==> config.mk <==
export PLATFORM = sky130hd
export DESIGN_NAME = keypad_scan
export DESIGN_NICKNAME = d
export VERILOG_FILES = /design/src/rtl/keypad_pkg.sv /design/src/rtl/sync2.sv /design/src/rtl/keypad_scan.sv
export SDC_FILE = /design/constraint.sdc
export NUM_CORES = 1
export LEC_CHECK = 0
export CAP_MARGIN = 20
export CORE_MARGIN = 2
export CORE_UTILIZATION = 52
export DETAILED_ROUTE_END_ITERATION = 10
export GPL_ROUTABILITY_DRIVEN = 0
export PLACE_DENSITY_LB_ADDON = 0.12
export SKIP_CTS_REPAIR_TIMING = 1
export SLEW_MARGIN = 10
export SYNTH_ARGS = -nofsm -noshare
export SYNTH_HDL_FRONTEND = slang
export SYNTH_SLANG_ARGS = --single-unit
==> constraint.sdc <==
create_clock -name clk -period 4.9 [get_ports clk]
set_input_delay 0.735 -clock clk [delete_from_list [all_inputs] [get_ports clk]]
set_output_delay 0.735 -clock clk [all_outputs]
set_load 0.02 [all_outputs]
==> src/rtl/keypad_pkg.sv <==
// Shared definitions for the 4x4 keypad scanner: defaults, FSM
// encoding and the row/column to hex code map.
package keypad_pkg;

    localparam int SCAN_BITS_DEF = 15;
    localparam int DEB_SCANS_DEF = 4;

    typedef enum logic [1:0] {
        ST_IDLE,
        ST_DEBOUNCE,
        ST_HELD,
        ST_RELEASE
    } state_t;

    // Indexed by {row, col}, both zero-based
    localparam logic [3:0] KEY_MAP [16] = '{
        4'h1, 4'h2, 4'h3, 4'hA,
        4'h4, 4'h5, 4'h6, 4'hB,
        4'h7, 4'h8, 4'h9, 4'hC,
        4'hE, 4'h0, 4'hF, 4'hD
    };

    function automatic logic [3:0] key_code_of(
        input logic [1:0] r,
        input logic [1:0] c
    );
        return KEY_MAP[{r, c}];
    endfunction

endpackage

==> src/rtl/sync2.sv <==
// Two-flop synchronizer for asynchronous inputs.
// Resets to all-ones, the idle level of pulled-up lines.
module sync2 #(
    parameter int W = 4
) (
    input  logic         clk,
    input  logic         rst,
    input  logic [W-1:0] i_d,
    output logic [W-1:0] o_q
);

    logic [W-1:0] r_meta;
    logic [W-1:0] r_sync;

    always_ff @(posedge clk) begin
        if (rst) begin
            r_meta <= '1;
            r_sync <= '1;
        end else begin
            r_meta <= i_d;
            r_sync <= r_meta;
        end
    end

    assign o_q = r_sync;

endmodule

==> src/rtl/keypad_scan.sv <==
// 4x4 matrix keypad scanner with debounce and an eight-nibble
// hex entry shift register.
module keypad_scan
    import keypad_pkg::*;
#(
    parameter int SCAN_BITS = SCAN_BITS_DEF,
    parameter int DEB_SCANS = DEB_SCANS_DEF
) (
    input  logic        clk,
    input  logic        rst,
    input  logic [4:1]  row,
    output logic [4:1]  col,
    input  logic        clr,
    output logic [32:1] data,
    output logic [3:0]  key_code,
    output logic        key_valid
);

    logic [4:1]           w_row_s;
    logic [3:0]           w_low;
    logic [2:0]           w_nz;
    logic [2:0]           w_tot;
    logic [1:0]           w_lrow;
    logic [3:0]           w_code;
    logic                 w_slot_end;
    logic                 w_single;
    logic                 w_none;
    logic                 w_deb_done;

    logic [SCAN_BITS-1:0] r_slot;
    logic [1:0]           r_idx;
    logic [1:0]           r_nlow;
    logic [3:0]           r_code;
    state_t               r_state;
    logic [7:0]           r_cnt;
    logic [3:0]           r_cand;
    logic [32:1]          r_data;
    logic [3:0]           r_key;
    logic                 r_valid;

    sync2 #(.W(4)) u_sync (
        .clk (clk),
        .rst (rst),
        .i_d (row),
        .o_q (w_row_s)
    );

    assign w_low      = ~w_row_s;
    assign w_nz       = 3'($countones(w_low));
    assign w_tot      = {1'b0, r_nlow} + w_nz;
    assign w_slot_end = &r_slot;
    assign w_single   = (w_tot == 3'd1);
    assign w_none     = (w_tot == 3'd0);
    assign w_deb_done = (int'(r_cnt) + 1 >= DEB_SCANS);

    always_comb begin
        w_lrow = 2'd0;
        for (int i = 3; i >= 0; i--) begin
            if (w_low[i]) w_lrow = 2'(i);
        end
    end

    // The single low bit of a scan was either seen earlier or is here now
    assign w_code = (r_nlow == 2'd0) ? key_code_of(w_lrow, r_idx)
                                     : r_code;

    always_ff @(posedge clk) begin
        if (rst) begin
            r_slot  <= '0;
            r_idx   <= 2'd0;
            r_nlow  <= 2'd0;
            r_code  <= 4'h0;
            r_state <= ST_IDLE;
            r_cnt   <= 8'd0;
            r_cand  <= 4'h0;
            r_data  <= '0;
            r_key   <= 4'h0;
            r_valid <= 1'b0;
        end else begin
            r_slot  <= r_slot + {{(SCAN_BITS-1){1'b0}}, 1'b1};
            r_valid <= 1'b0;
            if (w_slot_end) begin
                r_idx <= r_idx + 2'd1;
                if (r_idx != 2'd3) begin
                    r_nlow <= (w_tot > 3'd1) ? 2'd2 : w_tot[1:0];
                    r_code <= w_code;
                end else begin
                    r_nlow <= 2'd0;
                    unique case (r_state)
                        ST_IDLE: begin
                            if (w_single) begin
                                r_cand <= w_code;
                                if (DEB_SCANS <= 1) begin
                                    r_valid <= 1'b1;
                                    r_key   <= w_code;
                                    r_data  <= {r_data[28:1], w_code};
                                    r_state <= ST_HELD;
                                end else begin
                                    r_cnt   <= 8'd1;
                                    r_state <= ST_DEBOUNCE;
                                end
                            end
                        end
                        ST_DEBOUNCE: begin
                            if (w_single && w_code == r_cand) begin
                                if (w_deb_done) begin
                                    r_valid <= 1'b1;
                                    r_key   <= r_cand;
                                    r_data  <= {r_data[28:1], r_cand};
                                    r_state <= ST_HELD;
                                end else begin
                                    r_cnt <= r_cnt + 8'd1;
                                end
                            end else begin
                                r_cnt   <= 8'd0;
                                r_state <= ST_IDLE;
                            end
                        end
                        ST_HELD: begin
                            if (w_none) begin
                                r_cnt   <= 8'd1;
                                r_state <= ST_RELEASE;
                            end
                        end
                        ST_RELEASE: begin
                            if (!w_none) begin
                                r_state <= ST_HELD;
                            end else if (w_deb_done) begin
                                r_cnt   <= 8'd0;
                                r_state <= ST_IDLE;
                            end else begin
                                r_cnt <= r_cnt + 8'd1;
                            end
                        end
                        default: r_state <= ST_IDLE;
                    endcase
                end
            end
            // Clear overrides a same-cycle shift
            if (clr) r_data <= '0;
        end
    end

    assign col       = ~(4'b0001 << r_idx);
    assign data      = r_data;
    assign key_code  = r_key;
    assign key_valid = r_valid;

endmodule

======== After elaboration in Yosys (flattened, before gate mapping) ========
Memory sizes are Yosys's and may differ from the RTL's.
Index checks and enable logic that the tools add are counted.
word-level totals
  ROM bits ................................ 64
  flip-flop bits (word level) ............. 82
  memories kept ........................... 1
  output and inout port bits .............. 41
memory list
  name             depth  bits a word  rd ports  clocked after Yosys merged registers in  write ports  line              text
  (no name shown)  16     4            1         0                                        0            keypad_pkg.sv:27  return KEY_MAP[{r, c}];
operators by class
  $lt $le $gt $ge ......................... 3
  equality and inequality tests ........... 12
  bitwise gates (word level) .............. 7
  shifts and indexed selects .............. 1
  reduce and logical (&&, ||, !) cells .... 12
  $add $sub $neg .......................... 8
  multiplexer cells ....................... 24
operators with widths
  cell                                                                   number
  8-bit two-way mux                                                      6
  20-bit AND reduction                                                   2
  8-bit case mux with 4 select lines                                     1
  2-bit two-way mux                                                      12
  19-bit AND reduction                                                   1
  18-bit AND reduction                                                   1
  16-bit AND reduction                                                   1
  15-bit by 1-bit adder with 15-bit output, second input constant        1
  15-bit AND reduction                                                   1
  4-bit two-way mux                                                      3
  8-bit by 1-bit adder with 9-bit output, second input constant          1
  9-bit by 3-bit >= comparator with 1-bit output, second input constant  1
  3-bit != test, second input constant                                   3
  8-bit by 1-bit adder with 8-bit output, second input constant          1
  2-bit != test, second input constant                                   4
  4-bit inverter                                                         2
  2-bit case mux with 4 select lines                                     1
  5-bit >= comparator, second input constant                             1
  4-bit inverter with 5-bit output                                       1
  5-bit OR reduction                                                     1
  1-bit by 1-bit adder with 2-bit output                                 2
  2-bit equality test, second input constant                             2
  4-bit equality test                                                    1
  2-bit logical NOT                                                      2
  12 further kinds                                                       15

======== Depth between registers and ports, before layout ========
Gate-level depths: netlist of run 1.
  depth in word-level cells ............... 14
  mapped depth ............................ 15
  mapped depth without buffers ............ 12

======== Modules after synthesis ========
Synthesis of run 1 repeated with hierarchy kept, for this count alone.
unflattened totals
  cell total of the unflattened synthesis .. 416
  area total of the unflattened synthesis .. 3839.9 um2
by module, submodules not included
  module       area an instance (um2)  cells an instance  instances
  keypad_scan  3629.7                  400                1
  sync2        210.2                   16                 1

======== Worst setup path after synthesis of run 1 ========
Ideal clock, no wire load.
  path type ............................... reg-to-reg
  start ................................... register u_sync.r_sync[0], in the netlist u_sync.o_q[0]
  end ..................................... register r_data (netlist bit data[10])
  cell stages (with the launch flop) ...... 16
  slack ................................... 1.018 ns
  path buffers ............................ 3
  clock period less this slack ............ 3.882 ns
  library setup time ...................... 0.120 ns
  data arrival time ....................... 3.763 ns
  cell sequence ........................... dfxtp_1 -> clkbuf_2 -> inv_1 -> fa_1 -> inv_1 -> fa_1 -> inv_1 -> fa_1 -> nor4_4 -> nand2_1 -> or4_4 -> a211oi_4 -> nand4_2 -> buf_6 -> buf_6 -> mux2i_1
between the ends
  word-level cells in the longest chain between the ends .. 10
  elaborated cells on any way between the ends .. 14
  those cells by class .................... 3 x add/sub; 2 x eq/ne; 4 x mux; 2 x bitwise; 2 x reduce/logical; 1 x memory
RTL lines
  item                                                    line                text
  start, declared                                         sync2.sv:13         logic [W-1:0] r_sync;
  start signal, assigned                                  sync2.sv:21         r_sync <= r_meta;
  4-bit inverter *                                        keypad_scan.sv:48   assign w_low = ~w_row_s;
  2-bit two-way mux                                       keypad_scan.sv:59   if (w_low[i]) w_lrow = 2'(i);
  4-bit inverter with 5-bit output (implied by the code)  keypad_pkg.sv:27
  memory read 16 x 4 bit                                  --
  4-bit two-way mux (implied by the code) (2 in series)   keypad_pkg.sv:27
  4-bit two-way mux                                       keypad_scan.sv:64   assign w_code = (r_nlow == 2'd0) ? key_code_of(w_lrow, r_idx)
  4-bit equality test                                     keypad_scan.sv:105  if (w_single && w_code == r_cand) begin
  1-bit logical AND *                                     keypad_scan.sv:105
  19-bit AND reduction (no line) *                        --
  end signal, assigned                                    keypad_scan.sv:96   r_data <= {r_data[28:1], w_code};
  end signal, assigned                                    keypad_scan.sv:109  r_data <= {r_data[28:1], r_cand};
  end, declared                                           keypad_scan.sv:37   logic [32:1] r_data;
Every way passes the cells marked *; elsewhere a longest branch is shown, timed or not. The select of a mux whose other input is x is not followed.
A chain may end at the register's enable or synchronous reset.

======== Worst setup path after layout of run 1 ========
  start ................................... register u_sync.r_sync[0], in the netlist u_sync.o_q[0]
  end ..................................... register r_data (netlist bit data[24])
The elaborated chain is that of the path after synthesis.

==> run summary, run 1 <==
Status = finished clean
HPWL Detailed = 5290 µm
Syn Area/Cell = 9.33 µm²
Unique masters post-synth = 59
Worst setup SP type = register
Finish-stage setup viols = 0
Fraction of registers with async set/reset = 0%
Via/cell ratio = 5.34
Synth Warn # = 0
Final Max Tran Viols = 0
Logic pwr share = 4.1%
Final WL = 7550 µm
Worst-Margin Slew = 0.921 ns
Maximum clock rate = 0.233 GHz
Sequential share of the synthesized area = 42.5%
Relative slew slack = 38.6%
Post-Synthesis Net Count = 434
Core ar. = 0.00721 mm²
Post-synth EDFFs = 0
PD cells = 288 mW/mm²
N_diodes = 0
I/O Pins = 48
Die X = 90.2 µm
Crit path DAT = 4.49 ns
Seq cells post-synth = 82
H-Tree Depth = 3
Routed via count = 2977
CP Data Required Time = 5.11 ns
DRT iter0 DRCs = 86
Clock Skews = 0.0141 ns
Post-DR wirelength/cell = 13.5 µm
Hold Vio Cnt, Final = 0
Antenna-violating nets left = 0
Kind of critical path = register to register
Commonest non-fill, non-tap cell in the layout = dfxtp_1
Top Layer Used = met4
Final non-filler cell total = 558
Worst path max stage delay = 0.55 ns
Final net count = 474
Length of routed met3 wiring = 227 µm
Crit path max fanout = 36
Final period util = 87.4%
Min Tclk post-route = 4.28 ns
Commonest non-fill, non-tap cells in the layout = 82 x dfxtp_1, 55 x nand2_1, 46 x mux2i_1, 46 x clkdlybuf4s50_1, 30 x nor2_1
Fraction of layout instances using a drive strength above 1 = 8.50%
Final worst setup slack = 0.617 ns
First-pass DRT Iterations = 5
Cells after DPL = 542
Met2 wire len = 3560 µm
Area grow syn2layout = 19.3%
Die area = 0.00813 mm²
Slowest cell on crit path = fa_1
Setup tns final = 0 ns
Top_reg_cell synth = dfxtp_1
Net Switching = 0.289 mW
VDD IR-drop max = 202 µV
Unrepaired setup endpoints after global routing = false
Clock buffer depth = 2
Crit end category = register
Rows = 31
CTS Buf Count = 9
Largest net degree at the start of global routing = 58
Post-Syn Area = 0.00386 mm²
Mapped Cells = 414
Metal-1 WL = 3680 µm
Dpl ws = 0.620 ns
First-pass GRT wire length = 13100 µm
Reg power frac = 50.9%
Vias in the first global route = 2813
Initial Utilization = 53.5%
Overflow after GRT = 0
Reg clk slew, reported paths = 0.08 ns
CTS tree = done
DRC violations left = 0
Hold crit path type = register to register
Maximum capacitance violations = 0
I/O Buffers = 47
Initial antenna violation count = 0
Crit path cell chain = inv_1 -> fa_1 -> inv_1 -> fa_1 -> inv_1 -> fa_1 -> nor4_4 -> nand2_1 -> or4_4 -> a211oi_4 -> nand4_2 -> buf_4 -> mux2i_1
Total track usage = 19.3%
Sw Share = 21.8%
Clk pwr share = 44.9%
Root Buffer = clkbuf_8
Die height = 90.2 µm
Leak = 1.94 nW
Clock latency on the worst-skew pair = 0.35 ns
Sink Count = 82
Internal power = 1.04 mW
Yosys cell counts (3+ instances only):
cell	instances	share of area (%)
dfxtp_1	82	43
nand2_1	55	5.3
mux2i_1	46	12
nor2_1	31	3.0
inv_1	20	1.9
clkbuf_1	12	1.2
a21oi_1	10	1.3
ha_1	10	3.2
nand2b_1	10	1.6
nor3_1	10	1.3
or2_2	10	1.6
xnor2_1	10	2.3
nand3_1	9	1.2
nor3b_1	8	1.6
xor2_1	8	1.8
nand4_1	5	0.81
o21ai_0	5	0.65
and3_1	4	0.65
buf_6	4	1.2
nor4_1	4	0.65
o2111ai_1	4	0.91
a21boi_0	3	0.58
fa_1	3	1.6
o211ai_1	3	0.58
critical path: cells and delay by family, from the launching register on:
family / cells / cell delay, ns
flops: 1 / 0.49
compound gates: 1 / 0.38
mux: 1 / 0.20
simple gates: 4 / 1.08
buf+inv: 4 / 0.61
fa+ha+maj: 3 / 1.37
power groups by stage:
stage / Clock (mW) / Sequential [mW] / Combinational [mW]
floorplan: 0 / 0.689 / 0.0445
global placement: 0 / 0.691 / 0.0542
detailed placement: 0 / 0.692 / 0.0548
CTS: 0.610 / 0.676 / 0.0552
global route: 0.634 / 0.677 / 0.0612
finish: 0.596 / 0.676 / 0.0548
state kept, by name (all words and copies together), names as in the netlist, 4 cells and up:
| name | cells |
|---|---|
| key_code | 4 |
| r_code | 4 |
| r_cnt | 8 |
| u_sync.r_meta | 4 |
| u_sync.o_q | 4 |
| r_slot | 15 |
| data | 32 |
| r_cand | 4 |
cell type report:
class | instances | area, µm²
multi-input cells | 292 | 2040
fillers | 626 | 2610
flip-flops and latches | 82 | 1640
clock buffers | 9 | 124
well taps | 99 | 124
clock inverters | 7 | 124
repair buffers | 49 | 480
inverters | 20 | 75.1
worst paths after layout:
check	start	endpoint	slack [ns]	cells past startpoint
max reg2reg	u_sync.o_q[0]	data[24]	0.62	13
min reg2reg	u_sync.r_meta[3]	u_sync.o_q[3]	0.41	1
min	u_sync.r_meta[3]	u_sync.o_q[3]	0.41	1
max	u_sync.o_q[0]	data[24]	0.62	13
through the flow:
stage / hold slack, ns / utilization (%) / total power [mW] / instance area, µm²
after global placement: 0.393 / 60.4 / 0.746 / 4360
after global routing: 0.424 / 63.9 / 1.37 / 4610
after detailed placement: 0.394 / 60.4 / 0.746 / 4360
after CTS: 0.415 / 63.9 / 1.34 / 4610
after floorplan: 0.389 / - / 0.733 / 3860
final: 0.412 / 63.9 / 1.33 / 4610
kinds of logic (layout without fill, tap and decap cells):
group,after synthesis,count (layout),synth area share (%)
XOR/XNOR,18,18,4.08
AO/OA/AOI/OAI,47,47,8.97
multiplexers,46,46,11.9
AND/OR/NAND/NOR,168,168,22.9
adder cells (fa/ha/maj),13,13,4.79
buffers and inverters,40,85,4.79
flip-flops,82,82,42.5
layer usage:
metal	global-route usage, %	up-vias
li1	-	1517
met1	25.3	1409
met2	32.8	41
met3	3.27	10
met4	5.38	0
met5	0	-
No activity file was read; power rests on OpenSTA's default activity.
==> run 2: changes to the inputs <==
Settings changed: SLEW_MARGIN 10 to 20, SYNTH_HIERARCHICAL from default to 1.
==> run summary, run 2 <==
R2r endpoint = data[29]
Leak = 1.86 nW (-3.7%)
Worst-Margin Slew = 0.849 ns (-0.0721 ns)
Post-Syn Area = 0.00384 mm² (-0.58%)
Final worst setup slack = 0.437 ns (-0.180 ns)
Flop2flop setup slack = 0.44 ns (-0.18 ns)
Status = finished clean
Post-synth EDFFs = 0 (unchanged)
Crit path cell chain = inv_1 -> fa_1 -> inv_1 -> fa_1 -> inv_1 -> fa_1 -> or4_1 -> a311o_1 -> o21bai_1 -> nor4_4 -> and3_4 -> nand4_2 -> buf_4 -> mux2i_1
Initial Utilization = 53.2% (-0.31 points)
Setup tns final = 0 ns (unchanged)
Final net count = 480 (+1.3%)
Area grow syn2layout = 17.0%
I/O Pins = 48 (unchanged)
Final design utilization = 62.3% (-1.6 points)
Worst setup SP type = register
Rows = 31 (unchanged)
Vias in the first global route = 2736 (-2.7%)
Final WL = 7440 µm (-1.4%)
Hold EP = u_sync/o_q[3]
Sequential share of the synthesized area = 42.8% (+0.25 points)
Relative slew slack = 43.2% (+4.6 points)
Root Buffer = clkbuf_8
Fraction of registers with async set/reset = 0% (unchanged)
Antenna-violating nets left = 0 (unchanged)
Unrepaired setup endpoints after global routing = false
Most frequent cells after synthesis = 82 x dfxtp_1, 54 x nand2_1, 47 x mux2i_1
HPWL Detailed = 5280 µm (-0.12%)
H-Tree Depth = 3 (unchanged)
Sink Count = 82 (unchanged)
Die area = 0.00809 mm² (-0.55%)
VDD IR-drop max = 163 µV (-19%)
Post-Synthesis Net Count = 436 (+0.46%)
First-pass DRT Iterations = 4 (-1)
Dpl ws = 0.470 ns (-0.150 ns)
CP Data Required Time = 5.11 ns (about the same)
Seq cells post-synth = 82 (unchanged)
Worst path max stage delay = 0.54 ns (about the same)
Critical Path Source = u_sync/o_q[1]
Clock buffer depth = 2 (unchanged)
I/O Buffers = 47 (unchanged)
Slowest cell on crit path = or4_1
Crit end category = register
First-pass GRT wire length = 12700 µm (-3.3%)
Finish-stage setup viols = 0 (unchanged)
Mapped Cells = 416 (+0.48%)
Post-synth top area share = 42.8% (+0.25 points)
Synth Warn # = 6 (+6)
Core ar. = 0.00721 mm² (unchanged)
Via/cell ratio = 5.16 (-3.2%)
Hold wc startpoint = u_sync/r_meta[3]
Post-DR wirelength/cell = 13.2 µm (-2.4%)
Total track usage = 19.3% (+0.019 points)
Placement-stage cell area = 0.00433 mm² (-0.69%)
Crit path DAT = 4.67 ns (+0.18 ns)
Hold crit path type = register to register
Hold Vio Cnt, Final = 0 (unchanged)
Top_reg_cell synth = dfxtp_1
Initial antenna violation count = 0 (unchanged)
Hold path depth = 1 (unchanged)
Maximum clock rate = 0.224 GHz (-4.0%)
Crit path max fanout = 36 (unchanged)
Final instance area = 0.00449 mm² (-2.5%)
Commonest non-fill, non-tap cells in the layout = 82 x dfxtp_1, 54 x nand2_1, 47 x mux2i_1, 47 x clkdlybuf4s50_1, 39 x nor2_1
Clock Skews = 0.0114 ns (-0.00267 ns)
Cell taking the most area after synthesis = dfxtp_1
Final Max Tran Viols = 0 (unchanged)
Kind of critical path = register to register
Syn Area/Cell = 9.23 µm² (-1.1%)
N_diodes = 0 (unchanged)
DRT iter0 DRCs = 100 (+16%)
Fill count = 657 (+5.0%)
Commonest non-fill, non-tap cell in the layout = dfxtp_1
R2R Path Start = u_sync/o_q[1]
Top cells by area, synth = dfxtp_1 43%, mux2i_1 12%, nand2_1 5.3%, nor2_1 3.9%, ha_1 3.3%
Clock latency on the worst-skew pair = 0.35 ns (about the same)
CTS Buf Count = 9 (unchanged)
Most common cell in the netlist = dfxtp_1
PD cells = 256 mW/mm² (-11%)
Maximum capacitance violations = 0 (unchanged)
Routed via count = 2913 (-2.1%)
Unique masters post-synth = 53 (-10%)
CTS tree = done
FF-to-FF path depth = 14 (+1)
Largest register FFs = 32 (unchanged)
Die height = 89.9 µm (-0.28%)
Die X = 89.9 µm (-0.28%)
Overflow after GRT = 0 (unchanged)
Min Tclk post-route = 4.46 ns (+0.180 ns)
Fraction of layout instances using a drive strength above 1 = 6.24% (-2.3 points)
Largest net degree at the start of global routing = 37 (-36%)
Reg clk slew, reported paths = 0.08 ns (about the same)
Final period util = 91.1% (+3.7 points)
DRC violations left = 0 (unchanged)
[run 2: changes by cell type after synthesis, sizes merged, moves of 6 or more]
cell    before  now
o21ai        5   12
nor3b        8    0
nor2        31   40
clkbuf      14    8
nor3        10    4
[run 2: logic make-up after synthesis]
group	after synthesis	share of synthesized area [%]
AO/OA/AOI/OAI	50	8.63
XOR/XNOR	15	3.42
adder cells (fa/ha/maj)	13	4.82
buffers and inverters	43	6.13
flip-flops	82	42.7
multiplexers	47	12.3
AND/OR/NAND/NOR	166	22.0
[run 2: worst max-delay path: cells and delay by family, from the launching register on]
| kind | cells | cell delay (ns) |
|---|---|---|
| adder cells (fa/ha/maj) | 3 | 1.29 |
| AND/OR/NAND/NOR | 4 | 1.19 |
| buffers and inverters | 4 | 0.62 |
| flip-flops | 1 | 0.53 |
| AO/OA/AOI/OAI | 2 | 0.52 |
| multiplexers | 1 | 0.19 |
[run 2: how the worst max path moves through the flow]
| stage | end |
|---|---|
| 6_report | data[29] |
| 5_1_grt | data[28] |
| 4_1_cts | data[29] |
| 3_5_place_dp | data[29] |
| 3_3_place_gp | data[14] |
| 2_1_floorplan | data[4] |
[run 2: area by class of cell]
cell class	instances	area [µm²]	area share [%]
repair buffers	52	508	11.3
well taps	99	124	2.76
clock buffers	12	135	3.01
clock inverters	4	28.8	0.640
multi-input cells	291	1970	43.7
flip-flops and latches	82	1640	36.5
inverters	24	90.1	2.01
[run 2: stage by stage]
| step | total power [mW] | instances | hold slack, ns |
|---|---|---|---|
| after floorplan | 0.728 | 416 | 0.383 |
| after global placement | 0.743 | 548 | 0.389 |
| after detailed placement | 0.744 | 548 | 0.391 |
| after CTS | 1.16 | 564 | 0.411 |
| after global routing | 1.20 | 564 | 0.418 |
| final | 1.15 | 564 | 0.408 |
[run 2: where the power goes]
part	switching, mW	internal, mW	leakage, nW	total, mW
registers	0.00527	0.671	0.663	0.676
logic	0.0297	0.0221	1.12	0.0518
clock network	0.239	0.185	0.0766	0.424
total	0.274	0.878	1.86	1.15
[run 2: metal layers]
metal	GRT usage, %	part of all wire (%)	vias up
met2	31.0	45	51
met5	0	0	-
met4	8.21	1.9	0
li1	-	-	1503
met1	25.4	50	1350
met3	3.86	3.4	9
==> run 3: changes to the inputs <==
Settings changed: RECOVER_POWER from default to 25, SETUP_SLACK_MARGIN from default to 0.05.
==> run summary, run 3 (synthesized netlist as in run 2, its figures left out) <==
DRC violations left = 0 (unchanged)
Clk pwr share = 36.8% (about the same)
Reg clk slew, reported paths = 0.08 ns (about the same)
Crit path cell chain = inv_1 -> fa_1 -> inv_1 -> fa_1 -> inv_1 -> fa_1 -> or4_1 -> a311o_1 -> o21bai_1 -> nor4_4 -> and3_4 -> nand4_2 -> buf_4 -> mux2i_1
Via/cell ratio = 5.18 (+0.38%)
Vias in the first global route = 2736 (unchanged)
Internal power = 0.878 mW (about the same)
Largest net degree at the start of global routing = 37 (unchanged)
Finish-stage setup viols = 0 (unchanged)
Root Buffer = clkbuf_8
Initial antenna violation count = 0 (unchanged)
Length of routed met3 wiring = 266 µm (+4.7%)
Crit end category = register
Cell family with most CP delay = adder cells
Antenna-violating nets left = 0 (unchanged)
Die area = 0.00809 mm² (unchanged)
Hold crit path type = register to register
I/O Buffers = 47 (unchanged)
Final worst setup slack = 0.414 ns (-0.0232 ns)
Final WL = 7420 µm (-0.32%)
Metal-1 WL = 3680 µm (-1.2%)
Worst path max stage delay = 0.54 ns (about the same)
CTS tree = done
Status = finished clean
Unrepaired setup endpoints after global routing = false
Flop2flop setup slack = 0.41 ns (-0.02 ns)
PD cells = 257 mW/mm² (+0.17%)
Min Tclk post-route = 4.49 ns (+0.0232 ns)
Die height = 89.9 µm (unchanged)
Final design utilization = 62.1% (-0.16 points)
VDD IR-drop max = 163 µV (+0.19%)
Sink Count = 82 (unchanged)
Top Layer Used = met4
Maximum clock rate = 0.223 GHz (-0.52%)
Clock buffer depth = 2 (unchanged)
Power, Total = 1.15 mW (about the same)
Initial Utilization = 53.2% (unchanged)
N_diodes = 0 (unchanged)
Setup tns final = 0 ns (unchanged)
CP Data Required Time = 5.11 ns (about the same)
Commonest non-fill, non-tap cells in the layout = 82 x dfxtp_1, 54 x nand2_1, 47 x mux2i_1, 39 x nor2_1, 25 x clkdlybuf4s50_1
Clock Skews = 0.0120 ns (+0.000622 ns)
Die X = 89.9 µm (unchanged)
Net Switching = 0.273 mW (-0.29%)
I/O Pins = 48 (unchanged)
Largest register FFs = 32 (unchanged)
Core ar. = 0.00721 mm² (unchanged)
Kind of critical path = register to register
Sw Share = 23.7% (-0.050 points)
Final period util = 91.6% (+0.47 points)
Worst setup SP type = register
Final net count = 480 (unchanged)
Crit path max fanout = 36 (unchanged)
Fraction of layout instances using a drive strength above 1 = 6.02% (-0.22 points)
Area grow syn2layout = 16.7%
Total track usage = 19.3% (unchanged)
Post-DR wirelength/cell = 13.2 µm (-0.32%)
Rows = 31 (unchanged)
Routed via count = 2924 (+0.38%)
Final Max Tran Viols = 0 (unchanged)
Clock latency on the worst-skew pair = 0.34 ns (about the same)
Commonest non-fill, non-tap cell in the layout = dfxtp_1
DRT iter0 DRCs = 113 (+13%)
Hold Vio Cnt, Final = 0 (unchanged)
Worst path buffer plus inverter count = 4 (unchanged)
Worst-Margin Slew = 0.843 ns (-0.00658 ns)
Slowest cell on crit path = or4_1
Logic pwr share = 4.5% (about the same)
Crit path DAT = 4.69 ns (+0.02 ns)
First-pass DRT Iterations = 4 (unchanged)
Cells after DPL = 548 (unchanged)
CTS Buf Count = 9 (unchanged)
First-pass GRT wire length = 12700 µm (unchanged)
Relative slew slack = 43.6% (+0.43 points)
Final non-filler cell total = 564 (unchanged)
Reg power frac = 58.8% (about the same)
Dpl ws = 0.470 ns (unchanged)
Leak = 1.92 nW (+3.2%)
Maximum capacitance violations = 0 (unchanged)
H-Tree Depth = 3 (unchanged)
Met2 wire len = 3340 µm (+0.36%)
HPWL Detailed = 5280 µm (unchanged)
Overflow after GRT = 0 (unchanged)
run 3: per-layer routing:
metal | up-vias | global-route usage, %
li1 | 1501 | -
met1 | 1365 | 25.4
met2 | 49 | 31.0
met3 | 9 | 3.86
met4 | 0 | 8.21
met5 | - | 0
run 3: worst register-to-register path: stages, from the launching register on:
cell and delay [ns]:
dfxtp_1 0.53, inv_1 0.16, fa_1 0.53, inv_1 0.05
fa_1 0.35, inv_1 0.07, fa_1 0.42, or4_1 0.54
a311o_1 0.32, o21bai_1 0.19, nor4_4 0.28, and3_4 0.27
nand4_2 0.10, buf_4 0.35, mux2i_1 0.20
run 3: worst paths after layout:
check / from / endpoint / depth (start not counted)
max: u_sync/o_q[1] / data[29] / 14
min: u_sync/r_meta[3] / u_sync/o_q[3] / 1
min reg2reg: u_sync/r_meta[3] / u_sync/o_q[3] / 1
max reg2reg: u_sync/o_q[1] / data[29] / 14
run 3: layout make-up:
class / instances / area (µm²)
Tap cell: 99 / 124
Fill cell: 657 / 2730
Clock buffer: 12 / 135
Clock inverter: 4 / 28.8
Multi-Input combinational cell: 291 / 1950
Inverter: 24 / 90.1
Timing Repair Buffer: 52 / 508
Sequential cell: 82 / 1640
run 3: power groups by stage:
stage               registers, mW  clock network, mW  logic (mW)
floorplan                   0.690                  0      0.0385
global placement            0.692                  0      0.0512
detailed placement          0.692                  0      0.0523
CTS                         0.676              0.434      0.0525
global route                0.678              0.461      0.0585
finish                      0.676              0.423      0.0517
run 3: stage by stage:
stage / hold slack (ns) / cell area [µm²]
after floorplan: 0.383 / 3840
after global placement: 0.389 / 4330
after detailed placement: 0.391 / 4330
after CTS: 0.411 / 4490
after global routing: 0.418 / 4480
final: 0.408 / 4480
